**src/rtl/mc_ctrl_pkg.sv**
```systemverilog
// -----------------------------------------------------------------------------
// mc_ctrl_pkg
// Shared definitions for the multi-cycle processor controller:
//   - state encoding (enum plus the numeric values shown on the debug port)
//   - instruction opcodes recognised by the controller
//   - datapath select / ALU-class encodings
//   - instruction-class one-hot bit positions produced by mc_op_decode
//   - sel_safe(): maps the never-valid select code 2'b11 back to 2'b00
// Optional feature macro: MC_CTRL_JAL_EN (JAL support, see mc_op_decode and
// multicycle_ctrl).
// -----------------------------------------------------------------------------
package mc_ctrl_pkg;

  // Controller states; the numeric value is what appears on the state port.
  typedef enum logic [3:0] {
    ST_FETCH    = 4'd0,
    ST_DECODE   = 4'd1,
    ST_MEMADR   = 4'd2,
    ST_MEMREAD  = 4'd3,
    ST_MEMWB    = 4'd4,
    ST_MEMWRITE = 4'd5,
    ST_EXECR    = 4'd6,
    ST_EXECI    = 4'd7,
    ST_ALUWB    = 4'd8,
    ST_JAL      = 4'd9,
    ST_BEQ      = 4'd10
  } state_e;

  // Opcodes
  localparam logic [6:0] OP_LOAD  = 7'b0000011;
  localparam logic [6:0] OP_STORE = 7'b0100011;
  localparam logic [6:0] OP_RTYPE = 7'b0110011;
  localparam logic [6:0] OP_ITYPE = 7'b0010011;
  localparam logic [6:0] OP_JAL   = 7'b1101111;
  localparam logic [6:0] OP_BEQ   = 7'b1100011;

  // ALU operand A select
  localparam logic [1:0] SRC_A_PC    = 2'b00;
  localparam logic [1:0] SRC_A_OLDPC = 2'b01;
  localparam logic [1:0] SRC_A_RS1   = 2'b10;

  // ALU operand B select
  localparam logic [1:0] SRC_B_RS2  = 2'b00;
  localparam logic [1:0] SRC_B_IMM  = 2'b01;
  localparam logic [1:0] SRC_B_FOUR = 2'b10;

  // Result select
  localparam logic [1:0] RES_ALUOUT    = 2'b00;
  localparam logic [1:0] RES_READDATA  = 2'b01;
  localparam logic [1:0] RES_ALURESULT = 2'b10;

  // ALU decoder class
  localparam logic [1:0] ALUOP_ADD   = 2'b00;
  localparam logic [1:0] ALUOP_SUB   = 2'b01;
  localparam logic [1:0] ALUOP_FUNCT = 2'b10;

  // Instruction-class one-hot bit positions
  localparam int CLS_LOAD  = 0;
  localparam int CLS_STORE = 1;
  localparam int CLS_RTYPE = 2;
  localparam int CLS_ITYPE = 3;
  localparam int CLS_JAL   = 4;
  localparam int CLS_BEQ   = 5;
  localparam int CLS_W     = 6;

  typedef logic [CLS_W-1:0] cls_t;

  // 2'b11 is not a legal select on any mux; never let it reach the datapath.
  function automatic logic [1:0] sel_safe(input logic [1:0] sel);
    logic [1:0] res;
    if (sel == 2'b11) begin
      res = 2'b00;
    end else begin
      res = sel;
    end
    return res;
  endfunction

endpackage

```
**src/rtl/mc_ctrl_if.sv**
```systemverilog
// -----------------------------------------------------------------------------
// mc_ctrl_if
// Bundle between the multi-cycle controller and its datapath.
//   Datapath -> controller : op[6:0], zero, mem_ready
//   Controller -> datapath : pc_write, ir_write, reg_write, mem_write, adr_src,
//                            result_src[1:0], alu_src_a[1:0], alu_src_b[1:0],
//                            alu_op[1:0], illegal, state[3:0] (debug)
// Modports: master = datapath side, slave = controller side.
// -----------------------------------------------------------------------------
interface mc_ctrl_if;
  logic [6:0] op;
  logic       zero;
  logic       mem_ready;
  logic       pc_write;
  logic       ir_write;
  logic       reg_write;
  logic       mem_write;
  logic       adr_src;
  logic [1:0] result_src;
  logic [1:0] alu_src_a;
  logic [1:0] alu_src_b;
  logic [1:0] alu_op;
  logic       illegal;
  logic [3:0] state;

  modport master (
    output op, zero, mem_ready,
    input  pc_write, ir_write, reg_write, mem_write, adr_src,
    input  result_src, alu_src_a, alu_src_b, alu_op, illegal, state
  );

  modport slave (
    input  op, zero, mem_ready,
    output pc_write, ir_write, reg_write, mem_write, adr_src,
    output result_src, alu_src_a, alu_src_b, alu_op, illegal, state
  );
endinterface

```
**src/rtl/mc_op_decode.sv**
```systemverilog
// -----------------------------------------------------------------------------
// mc_op_decode
// Combinational opcode classifier: op -> one-hot instruction class.
// An all-zero class vector means the opcode is unsupported.
//   i_op  [6:0]      opcode field
//   o_cls [CLS_W-1:0] one-hot class (bit positions from mc_ctrl_pkg)
// Optional feature macro: MC_CTRL_JAL_EN -- when undefined, OP_JAL decodes
// as unsupported.
// -----------------------------------------------------------------------------
module mc_op_decode
  import mc_ctrl_pkg::*;
(
  input  logic [6:0] i_op,
  output cls_t       o_cls
);

  // Opcode to one-hot class lookup
  always_comb begin
    o_cls = {CLS_W{1'b0}};
    case (i_op)
      OP_LOAD:  o_cls[CLS_LOAD]  = 1'b1;
      OP_STORE: o_cls[CLS_STORE] = 1'b1;
      OP_RTYPE: o_cls[CLS_RTYPE] = 1'b1;
      OP_ITYPE: o_cls[CLS_ITYPE] = 1'b1;
`ifdef MC_CTRL_JAL_EN
      OP_JAL:   o_cls[CLS_JAL]   = 1'b1;
`endif
      OP_BEQ:   o_cls[CLS_BEQ]   = 1'b1;
      default:  o_cls = {CLS_W{1'b0}};
    endcase
  end

endmodule

```
**src/rtl/multicycle_ctrl.sv**
```systemverilog
// -----------------------------------------------------------------------------
// multicycle_ctrl
// Moore-style main controller of a multi-cycle RISC-V-like processor.
//   clk   : rising-edge clock
//   reset : synchronous, active-high; forces FETCH and, while high, holds all
//           write enables at 0 and shows the FETCH selects/state
//   bus   : mc_ctrl_if.slave (op/zero/mem_ready in, enables/selects/state out)
// Outputs are decoded from the state register; the only input terms are
// mem_ready (FETCH handshake), zero (branch), op (illegal in DECODE) and reset.
// Optional feature macro: MC_CTRL_JAL_EN -- enables the JAL state (9); when
// undefined, encoding 9 behaves like any other unused encoding.
// -----------------------------------------------------------------------------
module multicycle_ctrl
  import mc_ctrl_pkg::*;
(
  input  logic      clk,
  input  logic      reset,
  mc_ctrl_if.slave  bus
);

  localparam logic [3:0] S_FETCH    = ST_FETCH;
  localparam logic [3:0] S_DECODE   = ST_DECODE;
  localparam logic [3:0] S_MEMADR   = ST_MEMADR;
  localparam logic [3:0] S_MEMREAD  = ST_MEMREAD;
  localparam logic [3:0] S_MEMWB    = ST_MEMWB;
  localparam logic [3:0] S_MEMWRITE = ST_MEMWRITE;
  localparam logic [3:0] S_EXECR    = ST_EXECR;
  localparam logic [3:0] S_EXECI    = ST_EXECI;
  localparam logic [3:0] S_ALUWB    = ST_ALUWB;
  localparam logic [3:0] S_JAL      = ST_JAL;
  localparam logic [3:0] S_BEQ      = ST_BEQ;

  logic [3:0] r_state;
  logic [3:0] w_next_state;
  cls_t       w_cls;

  logic       w_pc_update;
  logic       w_branch;
  logic       w_ir_write;
  logic       w_reg_write;
  logic       w_mem_write;
  logic       w_adr_src;
  logic       w_illegal;
  logic [1:0] w_src_a;
  logic [1:0] w_src_b;
  logic [1:0] w_alu_op;
  logic [1:0] w_result_src;
  logic [3:0] w_state_out;

  mc_op_decode u_op_decode (
    .i_op  (bus.op),
    .o_cls (w_cls)
  );

  // Next-state selection
  always_comb begin
    w_next_state = S_FETCH;
    case (r_state)
      S_FETCH: begin
        if (bus.mem_ready) begin
          w_next_state = S_DECODE;
        end else begin
          w_next_state = S_FETCH;
        end
      end
      S_DECODE: begin
        if (w_cls[CLS_LOAD] | w_cls[CLS_STORE]) begin
          w_next_state = S_MEMADR;
        end else if (w_cls[CLS_RTYPE]) begin
          w_next_state = S_EXECR;
        end else if (w_cls[CLS_ITYPE]) begin
          w_next_state = S_EXECI;
        end else if (w_cls[CLS_JAL]) begin
          w_next_state = S_JAL;
        end else if (w_cls[CLS_BEQ]) begin
          w_next_state = S_BEQ;
        end else begin
          // unsupported opcode: abandon the instruction
          w_next_state = S_FETCH;
        end
      end
      S_MEMADR: begin
        if (w_cls[CLS_LOAD]) begin
          w_next_state = S_MEMREAD;
        end else begin
          w_next_state = S_MEMWRITE;
        end
      end
      S_MEMREAD: begin
        if (bus.mem_ready) begin
          w_next_state = S_MEMWB;
        end else begin
          w_next_state = S_MEMREAD;
        end
      end
      S_MEMWB:  w_next_state = S_FETCH;
      S_MEMWRITE: begin
        if (bus.mem_ready) begin
          w_next_state = S_FETCH;
        end else begin
          w_next_state = S_MEMWRITE;
        end
      end
      S_EXECR:  w_next_state = S_ALUWB;
      S_EXECI:  w_next_state = S_ALUWB;
      S_ALUWB:  w_next_state = S_FETCH;
`ifdef MC_CTRL_JAL_EN
      S_JAL:    w_next_state = S_ALUWB;
`endif
      S_BEQ:    w_next_state = S_FETCH;
      default:  w_next_state = S_FETCH;
    endcase
  end

  // Output decode; reset overrides the state so FETCH values show immediately
  always_comb begin
    w_pc_update  = 1'b0;
    w_branch     = 1'b0;
    w_ir_write   = 1'b0;
    w_reg_write  = 1'b0;
    w_mem_write  = 1'b0;
    w_adr_src    = 1'b0;
    w_illegal    = 1'b0;
    w_src_a      = SRC_A_PC;
    w_src_b      = SRC_B_RS2;
    w_alu_op     = ALUOP_ADD;
    w_result_src = RES_ALUOUT;
    w_state_out  = r_state;
    if (reset) begin
      w_src_b      = SRC_B_FOUR;
      w_result_src = RES_ALURESULT;
      w_state_out  = S_FETCH;
    end else begin
      case (r_state)
        S_FETCH: begin
          w_src_b      = SRC_B_FOUR;
          w_result_src = RES_ALURESULT;
          // instruction latch and PC+4 happen only on the completing cycle
          if (bus.mem_ready) begin
            w_ir_write  = 1'b1;
            w_pc_update = 1'b1;
          end else begin
            w_ir_write  = 1'b0;
            w_pc_update = 1'b0;
          end
        end
        S_DECODE: begin
          w_src_a   = SRC_A_OLDPC;
          w_src_b   = SRC_B_IMM;
          w_illegal = (w_cls == {CLS_W{1'b0}});
        end
        S_MEMADR: begin
          w_src_a = SRC_A_RS1;
          w_src_b = SRC_B_IMM;
        end
        S_MEMREAD: w_adr_src = 1'b1;
        S_MEMWB: begin
          w_result_src = RES_READDATA;
          w_reg_write  = 1'b1;
        end
        S_MEMWRITE: begin
          w_adr_src   = 1'b1;
          w_mem_write = 1'b1;
        end
        S_EXECR: begin
          w_src_a  = SRC_A_RS1;
          w_src_b  = SRC_B_RS2;
          w_alu_op = ALUOP_FUNCT;
        end
        S_EXECI: begin
          w_src_a  = SRC_A_RS1;
          w_src_b  = SRC_B_IMM;
          w_alu_op = ALUOP_FUNCT;
        end
        S_ALUWB: begin
          w_result_src = RES_ALUOUT;
          w_reg_write  = 1'b1;
        end
`ifdef MC_CTRL_JAL_EN
        S_JAL: begin
          w_src_a     = SRC_A_OLDPC;
          w_src_b     = SRC_B_FOUR;
          w_pc_update = 1'b1;
        end
`endif
        S_BEQ: begin
          w_src_a  = SRC_A_RS1;
          w_src_b  = SRC_B_RS2;
          w_alu_op = ALUOP_SUB;
          w_branch = 1'b1;
        end
        default: begin
          // unused encodings: everything stays at the idle defaults
          w_illegal = 1'b0;
        end
      endcase
    end
  end

  // State register
  always_ff @(posedge clk) begin
    if (reset) begin
      r_state <= S_FETCH;
    end else begin
      r_state <= w_next_state;
    end
  end

  assign bus.pc_write   = w_pc_update | (w_branch & bus.zero);
  assign bus.ir_write   = w_ir_write;
  assign bus.reg_write  = w_reg_write;
  assign bus.mem_write  = w_mem_write;
  assign bus.adr_src    = w_adr_src;
  assign bus.illegal    = w_illegal;
  assign bus.alu_src_a  = sel_safe(w_src_a);
  assign bus.alu_src_b  = sel_safe(w_src_b);
  assign bus.alu_op     = sel_safe(w_alu_op);
  assign bus.result_src = sel_safe(w_result_src);
  assign bus.state      = w_state_out;

endmodule
```
**src/flat_wrapper.sv**
```systemverilog
// flat-port wrapper written by rule: the top's interface ports become plain ports
module multicycle_ctrl_flat import mc_ctrl_pkg::*;
  (clk, reset, bus_op, bus_zero, bus_mem_ready, bus_pc_write, bus_ir_write, bus_reg_write, bus_mem_write, bus_adr_src, bus_result_src, bus_alu_src_a, bus_alu_src_b, bus_alu_op, bus_illegal, bus_state);
  mc_ctrl_if bus_i ();
  input  logic clk;
  input  logic reset;
  input wire logic [$bits(bus_i.op)-1:0] bus_op;
  input wire logic [$bits(bus_i.zero)-1:0] bus_zero;
  input wire logic [$bits(bus_i.mem_ready)-1:0] bus_mem_ready;
  output wire logic [$bits(bus_i.pc_write)-1:0] bus_pc_write;
  output wire logic [$bits(bus_i.ir_write)-1:0] bus_ir_write;
  output wire logic [$bits(bus_i.reg_write)-1:0] bus_reg_write;
  output wire logic [$bits(bus_i.mem_write)-1:0] bus_mem_write;
  output wire logic [$bits(bus_i.adr_src)-1:0] bus_adr_src;
  output wire logic [$bits(bus_i.result_src)-1:0] bus_result_src;
  output wire logic [$bits(bus_i.alu_src_a)-1:0] bus_alu_src_a;
  output wire logic [$bits(bus_i.alu_src_b)-1:0] bus_alu_src_b;
  output wire logic [$bits(bus_i.alu_op)-1:0] bus_alu_op;
  output wire logic [$bits(bus_i.illegal)-1:0] bus_illegal;
  output wire logic [$bits(bus_i.state)-1:0] bus_state;
  assign bus_i.op = bus_op;
  assign bus_i.zero = bus_zero;
  assign bus_i.mem_ready = bus_mem_ready;
  assign bus_pc_write = bus_i.pc_write;
  assign bus_ir_write = bus_i.ir_write;
  assign bus_reg_write = bus_i.reg_write;
  assign bus_mem_write = bus_i.mem_write;
  assign bus_adr_src = bus_i.adr_src;
  assign bus_result_src = bus_i.result_src;
  assign bus_alu_src_a = bus_i.alu_src_a;
  assign bus_alu_src_b = bus_i.alu_src_b;
  assign bus_alu_op = bus_i.alu_op;
  assign bus_illegal = bus_i.illegal;
  assign bus_state = bus_i.state;
  multicycle_ctrl u_core (.clk(clk), .reset(reset), .bus(bus_i));
endmodule
```
**config.mk**
```make
export PLATFORM = sky130hd
export DESIGN_NAME = multicycle_ctrl_flat
export DESIGN_NICKNAME = d
export VERILOG_FILES = /design/src/rtl/mc_ctrl_pkg.sv /design/src/rtl/mc_ctrl_if.sv /design/src/rtl/mc_op_decode.sv /design/src/rtl/multicycle_ctrl.sv /design/src/flat_wrapper.sv
export SDC_FILE = /design/constraint.sdc
export NUM_CORES = 1
export LEC_CHECK = 0
export CAP_MARGIN = 15
export CORE_MARGIN = 4
export CORE_UTILIZATION = 31
export CTS_CLUSTER_DIAMETER = 150
export DETAILED_ROUTE_END_ITERATION = 7
export DONT_BUFFER_PORTS = 1
export HOLD_SLACK_MARGIN = 0.06
export PLACE_DENSITY = 0.43
export SLEW_MARGIN = 20
export SYNTH_ARGS = -nofsm -noshare
export SYNTH_HDL_FRONTEND = slang
export SYNTH_SLANG_ARGS = --single-unit
export TNS_END_PERCENT = 100
```
**constraint.sdc**
```tcl
create_clock -name clk -period 2.3 [get_ports clk]
set_clock_uncertainty 0.2 [all_clocks]
set_input_delay 0.115 -clock clk [delete_from_list [all_inputs] [get_ports clk]]
set_output_delay 0.115 -clock clk [all_outputs]
set_load 0.03 [all_outputs]
```
# Word-level counts from Yosys, hierarchy flattened
# Cells that the tools add are included.
dict set report word_totals {
  mem_count 0
  mem_bits_ro 0
  reg_bits 4
  latchBits 0
  ram_bits 0
  input_bits 11
  output_inout_bits 18
}
dict set report classes {
  mul 0
  div_mod_pow 0
  bitwise_logic 3
  n_reduce_logical 7
  n_mux 40
  n_addsub 0
  order_cmp 0
  n_eq_ne 18
  shifts 0
}
# op count
set op_table {}
lappend op_table {{case mux 4 bit (6 select lines)} 1}
lappend op_table {{2-to-1 mux 4 bit} 5}
lappend op_table {{2-to-1 mux 1 bit} 19}
lappend op_table {{equality test 4 x 3 -> 1 bit (second input constant)} 4}
lappend op_table {{2-to-1 mux 2 bit} 8}
lappend op_table {{case mux 2 bit (2 select lines)} 4}
lappend op_table {{equality test 7 x 6 -> 1 bit (second input constant)} 2}
lappend op_table {{2-to-1 mux 3 bit} 3}
lappend op_table {{equality test 2 bit (second input constant)} 4}
lappend op_table {{equality test 4 x 2 -> 1 bit (second input constant)} 2}
lappend op_table {{equality test 4 bit (second input constant)} 2}
lappend op_table {{equality test 7 x 2 -> 1 bit (second input constant)} 1}
lappend op_table {{equality test 7 x 5 -> 1 bit (second input constant)} 1}
lappend op_table {{equality test 7 bit (second input constant)} 1}
lappend op_table {{logical NOT 6 bit} 1}
lappend op_table {{OR reduction 2 bit} 3}
lappend op_table {{equality test 4 x 1 -> 1 bit (second input constant)} 1}
lappend op_table {{logical NOT 4 bit} 1}
lappend op_table {{OR reduction 4 bit} 1}
lappend op_table {{OR reduction 3 bit} 1}
lappend op_table {{OR 1 bit} 2}
lappend op_table {{AND 1 bit} 1}

# Logic depth before layout (Yosys ltp)
dict set report depth {
  depth_word 7
  depth_mapped 5
  depth_no_buf 4
}

# Cells and area by module
# From an unflattened synthesis, not the netlist that was laid out.
dict set report hier_totals {
  hier_cells 80
  hier_area_um2 619.3
}
# module n_inst area_per_inst_um2 seq_area_each_um2 cells_per_inst
set by_module_without_submodules {}
lappend by_module_without_submodules {multicycle_ctrl 1 536.8 80.1 70}
lappend by_module_without_submodules {mc_op_decode 1 82.6 0.0 10}

# Worst setup path before layout
# OpenSTA, ideal clock, no wires.
dict set report synth_path {
  kind {register to output}
  start {register u_core.r_state[2]}
  end {output bus_illegal}
  path_buffers 1
  arrival_ps 2316
  t_required_ps 1985
  stages_incl_launch_ff 4
  path_slack_ps -331
  path_cell_list {dfxtp_1 -> buf_2 -> nor4_1 -> a21boi_0}
}
dict set report synth_between {
  elab_chain_cells 3
}
# element line
set synth_lines {}
lappend synth_lines {{start, declared} multicycle_ctrl.sv:33} ;# logic [3:0] r_state;
lappend synth_lines {{start signal, assigned} multicycle_ctrl.sv:205} ;# r_state <= w_next_state;
lappend synth_lines {{equality test 4 x 1 -> 1 bit} multicycle_ctrl.sv:134} ;# case (r_state)
lappend synth_lines {{2-to-1 mux 1 bit} multicycle_ctrl.sv:134}
lappend synth_lines {{2-to-1 mux 1 bit} multicycle_ctrl.sv:129} ;# if (reset) begin
lappend synth_lines {{end, declared} flat_wrapper.sv:19} ;# output wire logic [$bits(bus_i.illegal)-1:0] bus_illegal;
# No other way between the ends.

# Worst setup path after layout
dict set report layout_path {
  start {register u_core.r_state[0]}
  end {register u_core.r_state[0]}
}
dict set report layout_between {
  elab_chain_cells 3
  elab_cells_between_ends 9
}
# element line
set layout_lines {}
lappend layout_lines {{equality test 4 x 3 -> 1 bit} multicycle_ctrl.sv:58} ;# case (r_state)
lappend layout_lines {{OR reduction 2 bit (no source line)} n/a}
lappend layout_lines {{case mux 4 bit (6 select lines) *} multicycle_ctrl.sv:58}
# Mark *: on every way between the ends. The rest lies on a longest branch, timed or not.
# A chain may end at the register's enable or synchronous reset.

==> results.cfg <==
[die]
die_w_um = 48.43
die_y_um = 48.43
dieArea_um2 = 2345
rows = 14
core-area_um2 = 1524
start_util_pct = 33.25
io_pins = 29

[final_layout]
ff_latch_area_um2 = 82.58
areaGrowthSynthToFinish_pct = 35.31
final_cell_mix = buf_4, dlygate4sd3_1, nand2b_1, nor3_1
reg.largest.list = u_core.r_state x4
final_common_cell = buf_4
nFillCells = 168
drive_gt1_share_pct = 23.26
antennaDiodeCount = 0
multi_input_area_um2 = 394.1
nets = 99
largest_reg_flops = 4
largest_register = u_core.r_state

[sta]
finalSetupTns_ns = 0
finalMaxSlewViolations = 0
slew_headroom_pct = 61.07
worstMarginPinSlew_ns = 0.5827
period_share_pct = 93.84
final.setup.worst_slack_ns = 0.1417
finalCriticalPeriod_ns = 2.158
setup_viol = 0
finalHoldViolations = 0
rsz0062_at_grt = false
fmax_mhz = 463.3

[job]
maxCapViolCount = 0

[clock_tree]
clk_pin_slew_worst_paths_ns = 0.03
htreeDepth = 1
cts_tree = yes
clock-sinks = 4
numCtsBuffers = 3
cts_root_buf = clkbuf_4
post_cts.repair.setup_buffers = 0
clk_path_buf_depth = 2
clk_latency_ns = 0.23

[hold_path]
hp-start = bus_mem_ready
hp-class = in -> reg

[synthesis]
synth-compound-area-share_pct = 22.96
synthFlopType = dfxtp_1
yosysWarningCount = 0
ys_types = 37
synth_edf_count = 0
yosys.area_share.simple_pct = 48.89
async_flop_share_pct = 0
muxShareOfSynthArea_pct = 0
synth.ff_latch_count = 4
syn_inst = 71
syn_avg_cell_area_um2 = 7.137
synth_top_family_by_area = simple AND/OR/NAND/NOR gates
synthAdderAreaFrac_pct = 0
synth_nets = 82
yosysSeqAreaShare_pct = 15.80
netlist_area_um2 = 506.7
synth_xor_area_share_pct = 3.457

[worst_setup_path]
path_class = reg -> reg
worstReg2RegEnd = u_core.r_state[0]
worst-path-buf-inv = 1
crit_chain = and2b_1 > nand4_1 > or3_1 > dlygate4sd3_1 > a21oi_1
cp.arrival_ns = 2.11
startpoint_type = register
worstReg2RegStart = u_core.r_state[0]
rrSetupSlack_ns = 0.14
critPathSlowestCell = dlygate4sd3_1
crit_required_ns = 2.25
cp-end-kind = register
timing.critical_path.max_delay_family = simple AND/OR/NAND/NOR gates
worstSetupEndpoint = u_core.r_state[0]
worstRegToRegCells = 5
cpPeakStageDelay_ns = 0.56
crit_fanout = 11
startpoint = u_core.r_state[0]
cp.depth = 5

[global_routing]
grt_pass1_vias = 509
grt_usage_pct = 12.09
antenna_found_initial = 0
grt_pass1_wl_mm = 2.366
overflow = 0
grt_max_degree = 18

[pwr]
total_leakage_power_nw = 0.2766
vdd_drop_max_mv = 0.2012
finalPower_mw = 0.2085
power.density_nw_per_um2 = 304.1

[detailed_routing]
ant_nets = 0
routedWlPerCell_um = 14.35
drtPass1Iterations = 4
viasPerCell = 5.657
drtIter0Drc = 12
wl_mm = 1.464
drc = 0
vias = 577

[placement]
port_buffers = 0
place_ws_ns = 0.4569
dp_hpwl_um = 962.9
gp_congestion = 0.6852

[status]
status = complete, no violations
## worst reg2reg max path, stage by stage (launching register included)
cell	delay, ns
dfxtp_1	0.51
and2b_1	0.23
nand4_1	0.11
or3_1	0.30
dlygate4sd3_1	0.56
a21oi_1	0.16
## worst min-delay path by stage
stage / depth (start not counted) / end / slack [ns]
floorplan: 2 / u_core.r_state[0] / 0.09
global placement: 1 / u_core.r_state[1] / -0.009
detailed placement: 1 / u_core.r_state[1] / -0.01
CTS: 4 / u_core.r_state[0] / 0.08
global route: 3 / u_core.r_state[3] / 0.09
finish: 4 / u_core.r_state[0] / 0.09
## cell families after synthesis
kind of cell | after synthesis
DFF | 4
xor gates and xnor gates | 2
and+or+nand+nor | 40
buffers and inverters | 9
AOI/OAI and AO/OA | 16
## metal layers
metal	vias to the layer above	global-route usage (%)	wire (um)
met1	274	16.45	682
met5	-	0	0
met3	0	4.908	114
met4	0	4.147	0
met2	16	16.96	667
li1	287	-	-
## metrics by stage
stage	hold slack [ns]	cells	utilization, %	instance area, um^2
finish	0.09047	102	44.99	685.7
global route	0.09126	102	44.99	685.7
CTS	0.07608	102	44.83	683.2
detailed placement	-0.01141	91	38.10	580.6
global placement	-0.009278	91	38.10	580.6
floorplan	0.09299	71	-	514.2
## Yosys cell counts, types with 3 or more instances
cell / instances / share of area [%]
nand2_1: 4 / 3.0
a21o_1: 3 / 4.4
a21oi_1: 4 / 4.0
inv_1: 3 / 2.2
nor2_1: 3 / 2.2
nor4_1: 3 / 3.7
nand2b_1: 7 / 8.6
nor3_1: 5 / 4.9
dfxtp_1: 4 / 16
buf_2: 3 / 3.0
## area by class of cell
type / instances / share of cell area (%)
clock buffer: 3 / 3.285
inverter: 3 / 1.642
timing repair buffer: 18 / 22.63
multi-input combinational: 58 / 57.48
sequential: 4 / 12.04
tap: 16 / 2.920
## power breakdown
group / switching, mW / total (mW) / internal (mW)
combinational: 0.0295 / 0.0505 / 0.0210
sequential: 0.00371 / 0.0748 / 0.0711
clock: 0.0251 / 0.0833 / 0.0581
## timing repair
item / in CTS / in global routing
endpoints found under the setup margin: 0 / 2
hold endpoints to repair: 4 / 0
hold buffers: 8 / 0
resized for setup: 0 / 2
Power figures use the tool's default switching activity.
